<file path="config.mk">
export PLATFORM = sky130hd
export DESIGN_NAME = fifo_test_gen_flat
export DESIGN_NICKNAME = d
export VERILOG_FILES = /design/src/rtl/fifo_test_pkg.sv /design/src/rtl/fifo_test_gen_if.sv /design/src/rtl/fifo_data_checker.sv /design/src/rtl/fifo_test_gen.sv /design/src/flat_wrapper.sv
export SDC_FILE = /design/constraint.sdc
export NUM_CORES = 1
export LEC_CHECK = 0
export CORE_UTILIZATION = 45
export DETAILED_ROUTE_END_ITERATION = 8
export HOLD_SLACK_MARGIN = 0.03
export PLACE_DENSITY = 0.66
export SLEW_MARGIN = 20
export SYNTH_ARGS = -nofsm -noshare
export SYNTH_HDL_FRONTEND = slang
export SYNTH_SLANG_ARGS = --single-unit
export TNS_END_PERCENT = 30
</file>
<file path="constraint.sdc">
create_clock -name sys_clk -period 5 [get_ports sys_clk]
set_clock_uncertainty 0.1 [all_clocks]
set_input_delay 1 -clock sys_clk [delete_from_list [all_inputs] [get_ports sys_clk]]
set_output_delay 1 -clock sys_clk [all_outputs]
set_load 0.01 [all_outputs]
</file>
<file path="src/rtl/fifo_test_pkg.sv">
// Shared types and widths for the FIFO traffic generator and its checker.
package fifo_test_pkg;

    localparam int unsigned DATA_W = 8;
    localparam int unsigned LVL_W  = 9;
    localparam int unsigned ERR_W  = 16;

    typedef enum logic [2:0] {
        ST_IDLE  = 3'd0,
        ST_WRITE = 3'd1,
        ST_WAIT  = 3'd2,
        ST_READ  = 3'd3,
        ST_DRAIN = 3'd4,
        ST_DONE  = 3'd5
    } state_t;

    // First mismatch record, packed as {expected, received}.
    typedef struct packed {
        logic [DATA_W-1:0] expected;
        logic [DATA_W-1:0] received;
    } err_rec_t;

endpackage

</file>
<file path="src/rtl/fifo_test_gen_if.sv">
// FIFO write/read port bundle between the traffic generator and the FIFO.
interface fifo_test_gen_if;
    import fifo_test_pkg::*;

    logic              wr_en;
    logic [DATA_W-1:0] wr_data;
    logic              wr_full;
    logic              rd_en;
    logic [DATA_W-1:0] rd_data;
    logic              rd_empty;
    logic [LVL_W-1:0]  rd_water_level;

    modport master (
        output wr_en, wr_data, rd_en,
        input  wr_full, rd_data, rd_empty, rd_water_level
    );

    modport slave (
        input  wr_en, wr_data, rd_en,
        output wr_full, rd_data, rd_empty, rd_water_level
    );

endinterface

</file>
<file path="src/rtl/fifo_data_checker.sv">
// Compares returned FIFO bytes with the expected pattern; saturating error count
// and first-mismatch capture.
module fifo_data_checker
    import fifo_test_pkg::*;
(
    input  logic              clk,
    input  logic              rst_n,
    input  logic              chk_vld,
    input  logic [DATA_W-1:0] rd_data,
    input  logic [DATA_W-1:0] exp_data,
    output logic              mismatch_c,
    output logic [ERR_W-1:0]  err_cnt,
    output err_rec_t          first_err
);

    assign mismatch_c = chk_vld && (rd_data != exp_data);

    always_ff @(posedge clk or negedge rst_n) begin
        if (!rst_n) begin
            err_cnt   <= '0;
            first_err <= '0;
        end else if (mismatch_c) begin
            if (err_cnt == '0) begin
                first_err.expected <= exp_data;
                first_err.received <= rd_data;
            end
            if (err_cnt != '1) begin
                err_cnt <= err_cnt + ERR_W'(1);
            end
        end
    end

endmodule

</file>
<file path="src/rtl/fifo_test_gen.sv">
// Self-checking FIFO traffic generator: writes an incrementing byte burst, waits
// for the FIFO to fill, drains it and checks the returned pattern.
module fifo_test_gen
    import fifo_test_pkg::*;
#(
    parameter int unsigned BURST_LEN = 256,
    parameter int unsigned ROUNDS    = 4,
    parameter int unsigned INIT_WAIT = 16,
    parameter int unsigned TIMEOUT   = 1024
) (
    input  logic                  sys_clk,
    input  logic                  rst_n,
    fifo_test_gen_if.master       fifo,
    output logic                  done,
    output logic                  pass,
    output logic                  timeout,
    output logic [ERR_W-1:0]      err_cnt,
    output logic [2*DATA_W-1:0]   first_err
);

    localparam int unsigned CNT_W  = $clog2(BURST_LEN + 1);
    localparam int unsigned INIT_W = (INIT_WAIT > 0) ? $clog2(INIT_WAIT + 1) : 1;
    localparam int unsigned TIM_W  = (TIMEOUT > 0) ? $clog2(TIMEOUT + 1) : 1;
    localparam int unsigned RND_W  = (ROUNDS > 0) ? $clog2(ROUNDS + 1) : 1;

    state_t            state, state_d;
    logic [INIT_W-1:0] init_cnt, init_cnt_d;
    logic [CNT_W-1:0]  wr_cnt, wr_cnt_d;
    logic [CNT_W-1:0]  rd_cnt, rd_cnt_d;
    logic [TIM_W-1:0]  wait_cnt, wait_cnt_d;
    logic [RND_W-1:0]  round_cnt, round_cnt_d;
    logic              wr_en, wr_en_d;
    logic [DATA_W-1:0] wr_data, wr_data_d;
    logic              rd_en, rd_en_d;
    logic              chk_vld, chk_vld_d;
    logic [DATA_W-1:0] exp_data, exp_data_d;
    logic              done_d, pass_d, timeout_d;
    logic              wr_acc_c, rd_acc_c, mismatch_c;
    err_rec_t          first_err_rec;

    assign fifo.wr_en   = wr_en;
    assign fifo.wr_data = wr_data;
    assign fifo.rd_en   = rd_en;
    assign first_err    = first_err_rec;

    // Next-state and next-output logic.
    always_comb begin
        state_d     = state;
        init_cnt_d  = init_cnt;
        wr_cnt_d    = wr_cnt;
        rd_cnt_d    = rd_cnt;
        wait_cnt_d  = wait_cnt;
        round_cnt_d = round_cnt;
        wr_en_d     = wr_en;
        wr_data_d   = wr_data;
        rd_en_d     = rd_en;
        done_d      = done;
        pass_d      = pass;
        timeout_d   = timeout;

        wr_acc_c   = wr_en && !fifo.wr_full;
        rd_acc_c   = rd_en && !fifo.rd_empty;
        chk_vld_d  = rd_acc_c;
        exp_data_d = chk_vld ? exp_data + DATA_W'(1) : exp_data;

        case (state)
            ST_IDLE: begin
                if (32'(init_cnt) + 32'd1 >= INIT_WAIT) begin
                    state_d  = ST_WRITE;
                    wr_en_d  = 1'b1;
                    wr_cnt_d = '0;
                end else begin
                    init_cnt_d = init_cnt + INIT_W'(1);
                end
            end
            ST_WRITE: begin
                if (wr_acc_c) begin
                    wr_cnt_d  = wr_cnt + CNT_W'(1);
                    wr_data_d = wr_data + DATA_W'(1);
                    if (32'(wr_cnt) == BURST_LEN - 32'd1) begin
                        wr_en_d    = 1'b0;
                        wait_cnt_d = '0;
                        state_d    = ST_WAIT;
                    end
                end
            end
            ST_WAIT: begin
                if (32'(fifo.rd_water_level) >= BURST_LEN) begin
                    state_d  = ST_READ;
                    rd_en_d  = 1'b1;
                    rd_cnt_d = '0;
                end else if (32'(wait_cnt) + 32'd1 >= TIMEOUT) begin
                    timeout_d = 1'b1;
                    done_d    = 1'b1;
                    pass_d    = 1'b0;
                    state_d   = ST_DONE;
                end else begin
                    wait_cnt_d = wait_cnt + TIM_W'(1);
                end
            end
            ST_READ: begin
                if (rd_acc_c) begin
                    rd_cnt_d = rd_cnt + CNT_W'(1);
                    if (32'(rd_cnt) == BURST_LEN - 32'd1) begin
                        rd_en_d = 1'b0;
                        state_d = ST_DRAIN;
                    end
                end
            end
            ST_DRAIN: begin
                // The final compare lands this cycle, so pass must see its mismatch.
                round_cnt_d = round_cnt + RND_W'(1);
                if ((ROUNDS != 0) && (32'(round_cnt) + 32'd1 >= ROUNDS)) begin
                    done_d  = 1'b1;
                    pass_d  = (err_cnt == '0) && !mismatch_c;
                    state_d = ST_DONE;
                end else begin
                    wr_en_d  = 1'b1;
                    wr_cnt_d = '0;
                    state_d  = ST_WRITE;
                end
            end
            ST_DONE: begin
                wr_en_d = 1'b0;
                rd_en_d = 1'b0;
            end
            default: begin
                state_d = ST_IDLE;
                wr_en_d = 1'b0;
                rd_en_d = 1'b0;
            end
        endcase
    end

    always_ff @(posedge sys_clk or negedge rst_n) begin
        if (!rst_n) begin
            state     <= ST_IDLE;
            init_cnt  <= '0;
            wr_cnt    <= '0;
            rd_cnt    <= '0;
            wait_cnt  <= '0;
            round_cnt <= '0;
            wr_en     <= 1'b0;
            wr_data   <= '0;
            rd_en     <= 1'b0;
            chk_vld   <= 1'b0;
            exp_data  <= '0;
            done      <= 1'b0;
            pass      <= 1'b0;
            timeout   <= 1'b0;
        end else begin
            state     <= state_d;
            init_cnt  <= init_cnt_d;
            wr_cnt    <= wr_cnt_d;
            rd_cnt    <= rd_cnt_d;
            wait_cnt  <= wait_cnt_d;
            round_cnt <= round_cnt_d;
            wr_en     <= wr_en_d;
            wr_data   <= wr_data_d;
            rd_en     <= rd_en_d;
            chk_vld   <= chk_vld_d;
            exp_data  <= exp_data_d;
            done      <= done_d;
            pass      <= pass_d;
            timeout   <= timeout_d;
        end
    end

    fifo_data_checker u_checker (
        .clk        (sys_clk),
        .rst_n      (rst_n),
        .chk_vld    (chk_vld),
        .rd_data    (fifo.rd_data),
        .exp_data   (exp_data),
        .mismatch_c (mismatch_c),
        .err_cnt    (err_cnt),
        .first_err  (first_err_rec)
    );

endmodule

</file>
<file path="src/flat_wrapper.sv">
// flat-port wrapper written by rule: the top's interface ports become plain ports
module fifo_test_gen_flat import fifo_test_pkg::*;
#(
    parameter int unsigned BURST_LEN = 256,
    parameter int unsigned ROUNDS    = 4,
    parameter int unsigned INIT_WAIT = 16,
    parameter int unsigned TIMEOUT   = 1024
)
  (sys_clk, rst_n, done, pass, timeout, err_cnt, first_err, fifo_wr_en, fifo_wr_data, fifo_rd_en, fifo_wr_full, fifo_rd_data, fifo_rd_empty, fifo_rd_water_level);
  fifo_test_gen_if fifo_i ();
  input  logic sys_clk;
  input  logic rst_n;
  output logic done;
  output logic pass;
  output logic timeout;
  output logic [ERR_W-1:0] err_cnt;
  output logic [2*DATA_W-1:0] first_err;
  output wire logic [$bits(fifo_i.wr_en)-1:0] fifo_wr_en;
  output wire logic [$bits(fifo_i.wr_data)-1:0] fifo_wr_data;
  output wire logic [$bits(fifo_i.rd_en)-1:0] fifo_rd_en;
  input wire logic [$bits(fifo_i.wr_full)-1:0] fifo_wr_full;
  input wire logic [$bits(fifo_i.rd_data)-1:0] fifo_rd_data;
  input wire logic [$bits(fifo_i.rd_empty)-1:0] fifo_rd_empty;
  input wire logic [$bits(fifo_i.rd_water_level)-1:0] fifo_rd_water_level;
  assign fifo_wr_en = fifo_i.wr_en;
  assign fifo_wr_data = fifo_i.wr_data;
  assign fifo_rd_en = fifo_i.rd_en;
  assign fifo_i.wr_full = fifo_wr_full;
  assign fifo_i.rd_data = fifo_rd_data;
  assign fifo_i.rd_empty = fifo_rd_empty;
  assign fifo_i.rd_water_level = fifo_rd_water_level;
  fifo_test_gen #(.BURST_LEN(BURST_LEN), .ROUNDS(ROUNDS), .INIT_WAIT(INIT_WAIT), .TIMEOUT(TIMEOUT)) u_core (.sys_clk(sys_clk), .rst_n(rst_n), .fifo(fifo_i), .done(done), .pass(pass), .timeout(timeout), .err_cnt(err_cnt), .first_err(first_err));
endmodule
</file>
# After elaboration in Yosys (flattened, before gate mapping)

Cells that the tools add are included.

Bits of input ports: 21
Register bits: 94
Output and inout bits: 45
Logic and storage cells: 123

Equality and inequality tests: 21
$lt $le $gt $ge: 4
Muxes and demuxes: 38
Bitwise operators: 5
$add $sub $neg: 11
Reductions and logical operators: 27

Operator list:

| operator              | number |
|---|---|
| $mux 9                | 5 |
| $mux 11               | 4 |
| $ge 32x11->1 const B  | 1 |
| $ge 32x3->1 const B   | 1 |
| $ge 32x5->1 const B   | 1 |
| $pmux 9 s3            | 1 |
| $mux 3                | 8 |
| $pmux 11 s2           | 1 |
| $add 9x1->9 const B   | 2 |
| $eq 9x8->1 const B    | 2 |
| $pmux 3 s6            | 1 |
| $pmux 9 s2            | 1 |
| $add 16x1->16 const B | 1 |
| $add 8x1->8 const B   | 2 |
| $logic_not 16->1      | 1 |
| $ne 16x16->1 const B  | 1 |
| $ne 2x1->1 const B    | 8 |
| $mux 1                | 13 |
| $add 11x1->12 const B | 1 |
| $reduce_and 4->1      | 3 |
| $add 11x1->11 const B | 1 |
| $reduce_and 5->1      | 2 |
| $ge 9x9->1 const B    | 1 |
| $ne 8x8->1            | 1 |
| other kinds (23)      | 43 |

# Logic depth before layout (Yosys ltp)

Depth after elaboration: 6
Mapped depth: 9
Mapped depth without buffers: 8

# Hierarchy

A second synthesis with hierarchy kept.

Cells, all modules: 430
Area total of the unflattened synthesis: 4,645.7 sq um

Modules (own cells, without submodules):

| module            | area each (sq um) | cells each | times used | seq. area each (sq um) |
|---|---|---|---|---|
| fifo_test_gen     | 3,121.7           | 307        | 1          | 1,551.5 |
| fifo_data_checker | 1,524.0           | 123        | 1          | 800.8 |

# Least setup slack after synthesis

No wires, ideal clock.

Kind: in2reg
Start: in fifo_rd_data[4]
End: reg, netlist name u_core.u_checker.first_err[10]
Cell stages on the path: 7
Setup slack: 2.576 ns
Path buffers: 2
Arrival time: 2.199 ns
Setup time: 0.125 ns
Required time: 4.775 ns
Cells stage by stage: xnor2_1 nand4_1 o21ai_4 or2_1 buf_6 buf_12 mux2_4

Longest elaborated chain between the ends: 3

Ends and longest elaborated chain:

| item                       | line                    | RTL |
|---|---|---|
| from (decl)                | flat_wrapper.sv:22      | `input wire logic [$bits(fifo_i.rd_data)-1:0] fifo_rd_data;` |
| $ne 8x8->1                 | fifo_data_checker.sv:16 | `assign mismatch_c = chk_vld && (rd_data != exp_data);` |
| $logic_and 1x1->1          | fifo_data_checker.sv:16 |  |
| $reduce_and 2->1 (no line) | -                       |  |

Every way passes these cells.
A chain may end at the register's enable or synchronous reset.

# Worst setup path in the final report

Start: in fifo_rd_data[4]
End: reg, netlist name u_core.u_checker.first_err[2]

Longest elaborated chain between the ends: 3

Ends and longest elaborated chain:

| item                       | line |
|---|---|
| $ne 8x8->1                 | fifo_data_checker.sv:16 |
| $logic_and 1x1->1          | fifo_data_checker.sv:16 |
| $reduce_and 2->1 (no line) | - |

Every way passes these cells.

==> reports/results.md <==
| Stage | Item | Value |
|---|---|---|
| setup path | Max stage delay cell, worst path | or2_1 |
| cts | CTS HTree Levels | 3 |
| power and ir drop | Total power divided by cell area | 273 mW/mm² |
| power and ir drop | Power Internal | 0.00110 W |
| setup path | Launching point of the worst reg2reg path | u_core.exp_data[2] |
| cts | Clock-pin slew on the worst setup and hold paths | 0.10 ns |
| worst hold path | Hold depth | 1 |
| setup path | Largest fanout on the critical path | 18 |
| setup path | Biggest cell delay along the critical path | 0.73 ns |
| floorplan | Die height | 104 µm |
| power and ir drop | Switching power total | 0.000409 W |
| global routing | Sum of overflow across all layers after global routing | 0 |
| detailed routing | DRT antenna net count | 0 |
| synthesis | Area share of the leading cell type in the synthesized netlist | 49.9% |
| global routing | Number of global-route vias before repair | 3336 |
| timing | Final period utilization | 65.6% |
| cts | Resize count post-CTS | 0 |
| floorplan | Rows | 36 |
| setup path | Start-to-end type of the worst setup path | in2reg |
| placed design | GPL Wtd Cong | 0.848 |
| detailed routing | Number of DRC violations after detailed-routing iteration 0 | 116 |
| detailed routing | Total Wirelength | 8920 µm |
| synthesis | Number of flops mapped to enable cells by yosys | 0 |
| timing | Worst hold slack | 0.383 ns |
| synthesis | Proportion of synthesized chip area in sequential cells | 49.9% |
| timing | Max-slew violation count | 0 |
| synthesis | Asr flop ratio synth | 100% |
| cts | TritonCTS clock tree | yes |
| synthesis | Synth Warn # | 0 |
| detailed routing | Number of vias in the routed layout | 3338 |
| floorplan | Starting density of the core | 47.3% |
| cts | Clock root buffer master | clkbuf_8 |
| placed design | Pre-CTS worst setup slack | 1.36 ns |
| setup path | R2R cell count | 5 |
| synthesis | Synthesized netlist net count | 459 |
| cts | Post-CTS setup repair buffer count | 0 |
| setup path | Worst Setup Start Kind | input pin |
| timing | Clock period minus final worst setup slack | 3.28 ns |
| timing | Fmax achieved | 0.305 GHz |
| synthesis | Number of instances in the synthesized netlist | 426 |
| final layout | Number of antenna cells inserted | 0 |
| timing | Setup TNS Final | 0 ns |
| synthesis | Post-Synthesis Cell Area | 0.00471 mm² |
| detailed routing | First-pass iteration count of the detailed router | 5 |
| flow run | Max-cap violation count | 0 |
| synthesis | Top_reg_cell synth | dfrtp_1 |
| power and ir drop | Maximum vdd ir drop | 0.000153 V |
| timing | Slew at the pin closest to its max-slew limit | 0.845 ns |
| timing | Least setup slack across all paths after layout | 1.72 ns |
| power and ir drop | Leak pwr | 2.58 nW |
| synthesis | Library cells used by synthesis | 59 |
| timing | Slew Limit Headroom | 43.7% |
| synthesis | Leading post-synthesis cells by instance count | dfrtp_1 (94), xnor2_1 (29), nand2_1 (28), nor2_1 (25), xor2_1 (23) |
| power and ir drop | Part of the total power dissipated in combinational logic | 12.7% |
| timing | Hold violation count in the final report | 0 |
| placed design | IO Port Bufs | 57 |
| setup path | Data required, critical path | 5.13 ns |
| floorplan | Boundary pin count | 66 |
| synthesis | Most numerous cell in the Yosys netlist | dfrtp_1 |
| setup path | Setup slack of the worst register-to-register path | 2.33 ns |
| synthesis | Mean instance size in the synthesized netlist | 11.1 µm² |
| synthesis | Synth top area cells | dfrtp_1 (50%), xnor2_1 (5.4%), xor2_1 (4.3%), ha_1 (3.2%), mux2_4 (3.2%) |
| setup path | Endpoint of the worst register-to-register path | u_core.u_checker.first_err[2] |
| final layout | Final #Nets | 514 |
| setup path | Data arrival time at the worst-slack endpoint | 3.41 ns |
| placed design | Detailed placement HPWL | 6400 µm |
| worst hold path | Endpoint of the worst hold path | u_core.fifo.wr_data[7] |
| power and ir drop | Switching share of power | 27.0% |
| detailed routing | Per-cell routed wire length | 14.4 µm |
| cts | Number of buffers on the longest clock path | 2 |
| setup path | Cell-by-cell trace of the critical path | clkdlybuf4s50_1 > xnor2_1 > nand4_1 > o21ai_4 > or2_1 > mux2_2 |
| final layout | Layout area overhead | 17.7% |
| final layout | Area of all sequential standard cells | 0.00235 mm² |
| detailed routing | Number of remaining DRC errors | 0 |
| global routing | Antenna violations before repair | 0 |
| setup path | Endpoint class of the critical path | flop |
| floorplan | Die width | 104 µm |
| timing | Final setup violation count | 0 |
| final layout | Number of inserted filler cells in the final layout | 882 |
| worst hold path | HP Start | u_core.fifo.wr_data[7] |
| floorplan | Die Footprint | 0.0109 mm² |
| cts | CTS buffer count | 9 |
| cts | # clock sinks | 94 |
| detailed routing | Mean number of vias per cell | 5.39 |
| global routing | Global-route wire length before repair | 15700 µm |
| floorplan | Area inside the core boundary | 0.00995 mm² |
| synthesis | Count of state elements after synthesis | 94 |
| cts | Clock insertion delay at the later pin of the skew report | 0.36 ns |
| power and ir drop | Sequential share of power | 57.4% |
| final layout | Area of the multi-input gates | 0.00222 mm² |
| power and ir drop | Clock Power Share | 29.8% |
| global routing | Largest net degree at the start of global routing | 62 |
| timing | Unrepaired setup endpoints after global routing | no |
| global routing | Overall global routing resource usage | 17.6% |
| final layout | Proportion of layout cells with a drive suffix above 1 | 9.88% |
| worst hold path | Hold crit path type | reg2reg |
| cts | Hold buffer count at cts | 0 |
| outcome | Result of the run | completed |
| synthesis | Cell type contributing the most total cell area after synthesis | dfrtp_1 |
==> critical path: cells and delay by family <==
family,cells,cell delay [ns]
AOI/OAI and AO/OA,1,0.45
buffers and inverters,1,0.51
xor gates and xnor gates,1,0.13
muxes,1,0.41
and+or+nand+nor,2,0.90
==> per-stage QoR <==
stage	cell area (µm²)	cells	utilization, %	power (W)
after detailed placement	5370	603	54.0	0.00108
after CTS	5550	619	55.7	0.00153
after global placement	5370	603	54.0	0.00107
after global routing	5550	619	55.7	0.00159
final	5550	619	55.7	0.00151
after floorplan	4710	426	-	0.000971
==> cells in the final DEF, fill, tap and decap left out, types with 4 or more instances in the layout <==
master           synthesis  routed
dfrtp_1                 94      94
mux2i_1                  5       5
ha_1                    12      12
a21oi_1                 16      16
o21ai_0                  7       7
nand4_1                 14      14
nor3b_1                  6       6
and3_1                  14      14
and4_1                   4       4
a31oi_1                  5       5
mux2_4                  10      10
nor2_1                  25      25
inv_1                   12      12
mux2_2                  13      13
nand2_1                 28      28
nand3_1                 16      16
xor2_1                  23      23
xnor2_1                 29      29
clkbuf_8                 0       9
nor3_1                   9       9
clkdlybuf4s50_1          0      56
and2_1                   6       6
o31ai_1                  4       4
nor4_1                  13      13
==> kinds of logic after synthesis <==
logic type	share of synthesized area [%]
compound gates	8.57
mux	7.35
buf+inv	2.89
xor+xnor	9.66
fa+ha+maj	3.19
flops	49.9
simple gates	18.4
==> worst max-delay path by stage <==
stage | slack [ns] | endpoint | startpoint | cells past startpoint
2_1_floorplan | 2.58 | u_core.u_checker.first_err[10] | fifo_rd_data[4] | 7
3_3_place_gp | 1.35 | u_core.u_checker.first_err[0] | fifo_rd_data[4] | 6
3_5_place_dp | 1.36 | u_core.u_checker.first_err[0] | fifo_rd_data[4] | 6
4_1_cts | 1.72 | u_core.u_checker.first_err[2] | fifo_rd_data[4] | 6
5_1_grt | 1.61 | u_core.u_checker.first_err[7] | fifo_rd_data[7] | 6
6_report | 1.72 | u_core.u_checker.first_err[2] | fifo_rd_data[4] | 6
==> layout make-up <==
| cell class | instances | share of cell area [%] |
|---|---|---|
| clock buffers | 10 | 2.30 |
| clock inverters | 6 | 0.835 |
| multi-input cells | 305 | 40.1 |
| repair buffers | 59 | 10.5 |
| inverters | 12 | 0.812 |
| flip-flops and latches | 94 | 42.4 |
| well taps | 133 | 3.00 |
==> power groups by stage <==
stage | clock, W | sequential [W] | combinational, W
after global placement | 0 | 0.000880 | 0.000191
final | 0.000451 | 0.000868 | 0.000192
after global routing | 0.000503 | 0.000878 | 0.000212
after floorplan | 0 | 0.000884 | 0.0000872
after CTS | 0.000465 | 0.000867 | 0.000197
after detailed placement | 0 | 0.000882 | 0.000196
==> sequential cells by signal (all words and copies together), names as in the netlist, 3 cells and up <==
name                        count
u_core.state                    3
u_core.wr_cnt                   9
u_core.init_cnt                 5
u_core.fifo.wr_data             8
u_core.u_checker.first_err     16
u_core.round_cnt                3
u_core.rd_cnt                   9
u_core.wait_cnt                11
u_core.exp_data                 8
u_core.u_checker.err_cnt       16
==> per-layer routing <==
layer / wire length [µm] / global-route usage, % / vias up
met5: 0 / 0 / -
met4: 92 / 5.92 / 0
met3: 295 / 3.01 / 7
met2: 4310 / 29.5 / 57
met1: 4230 / 23.0 / 1633
li1: - / - / 1641
No activity file was read; power rests on OpenSTA's default activity.
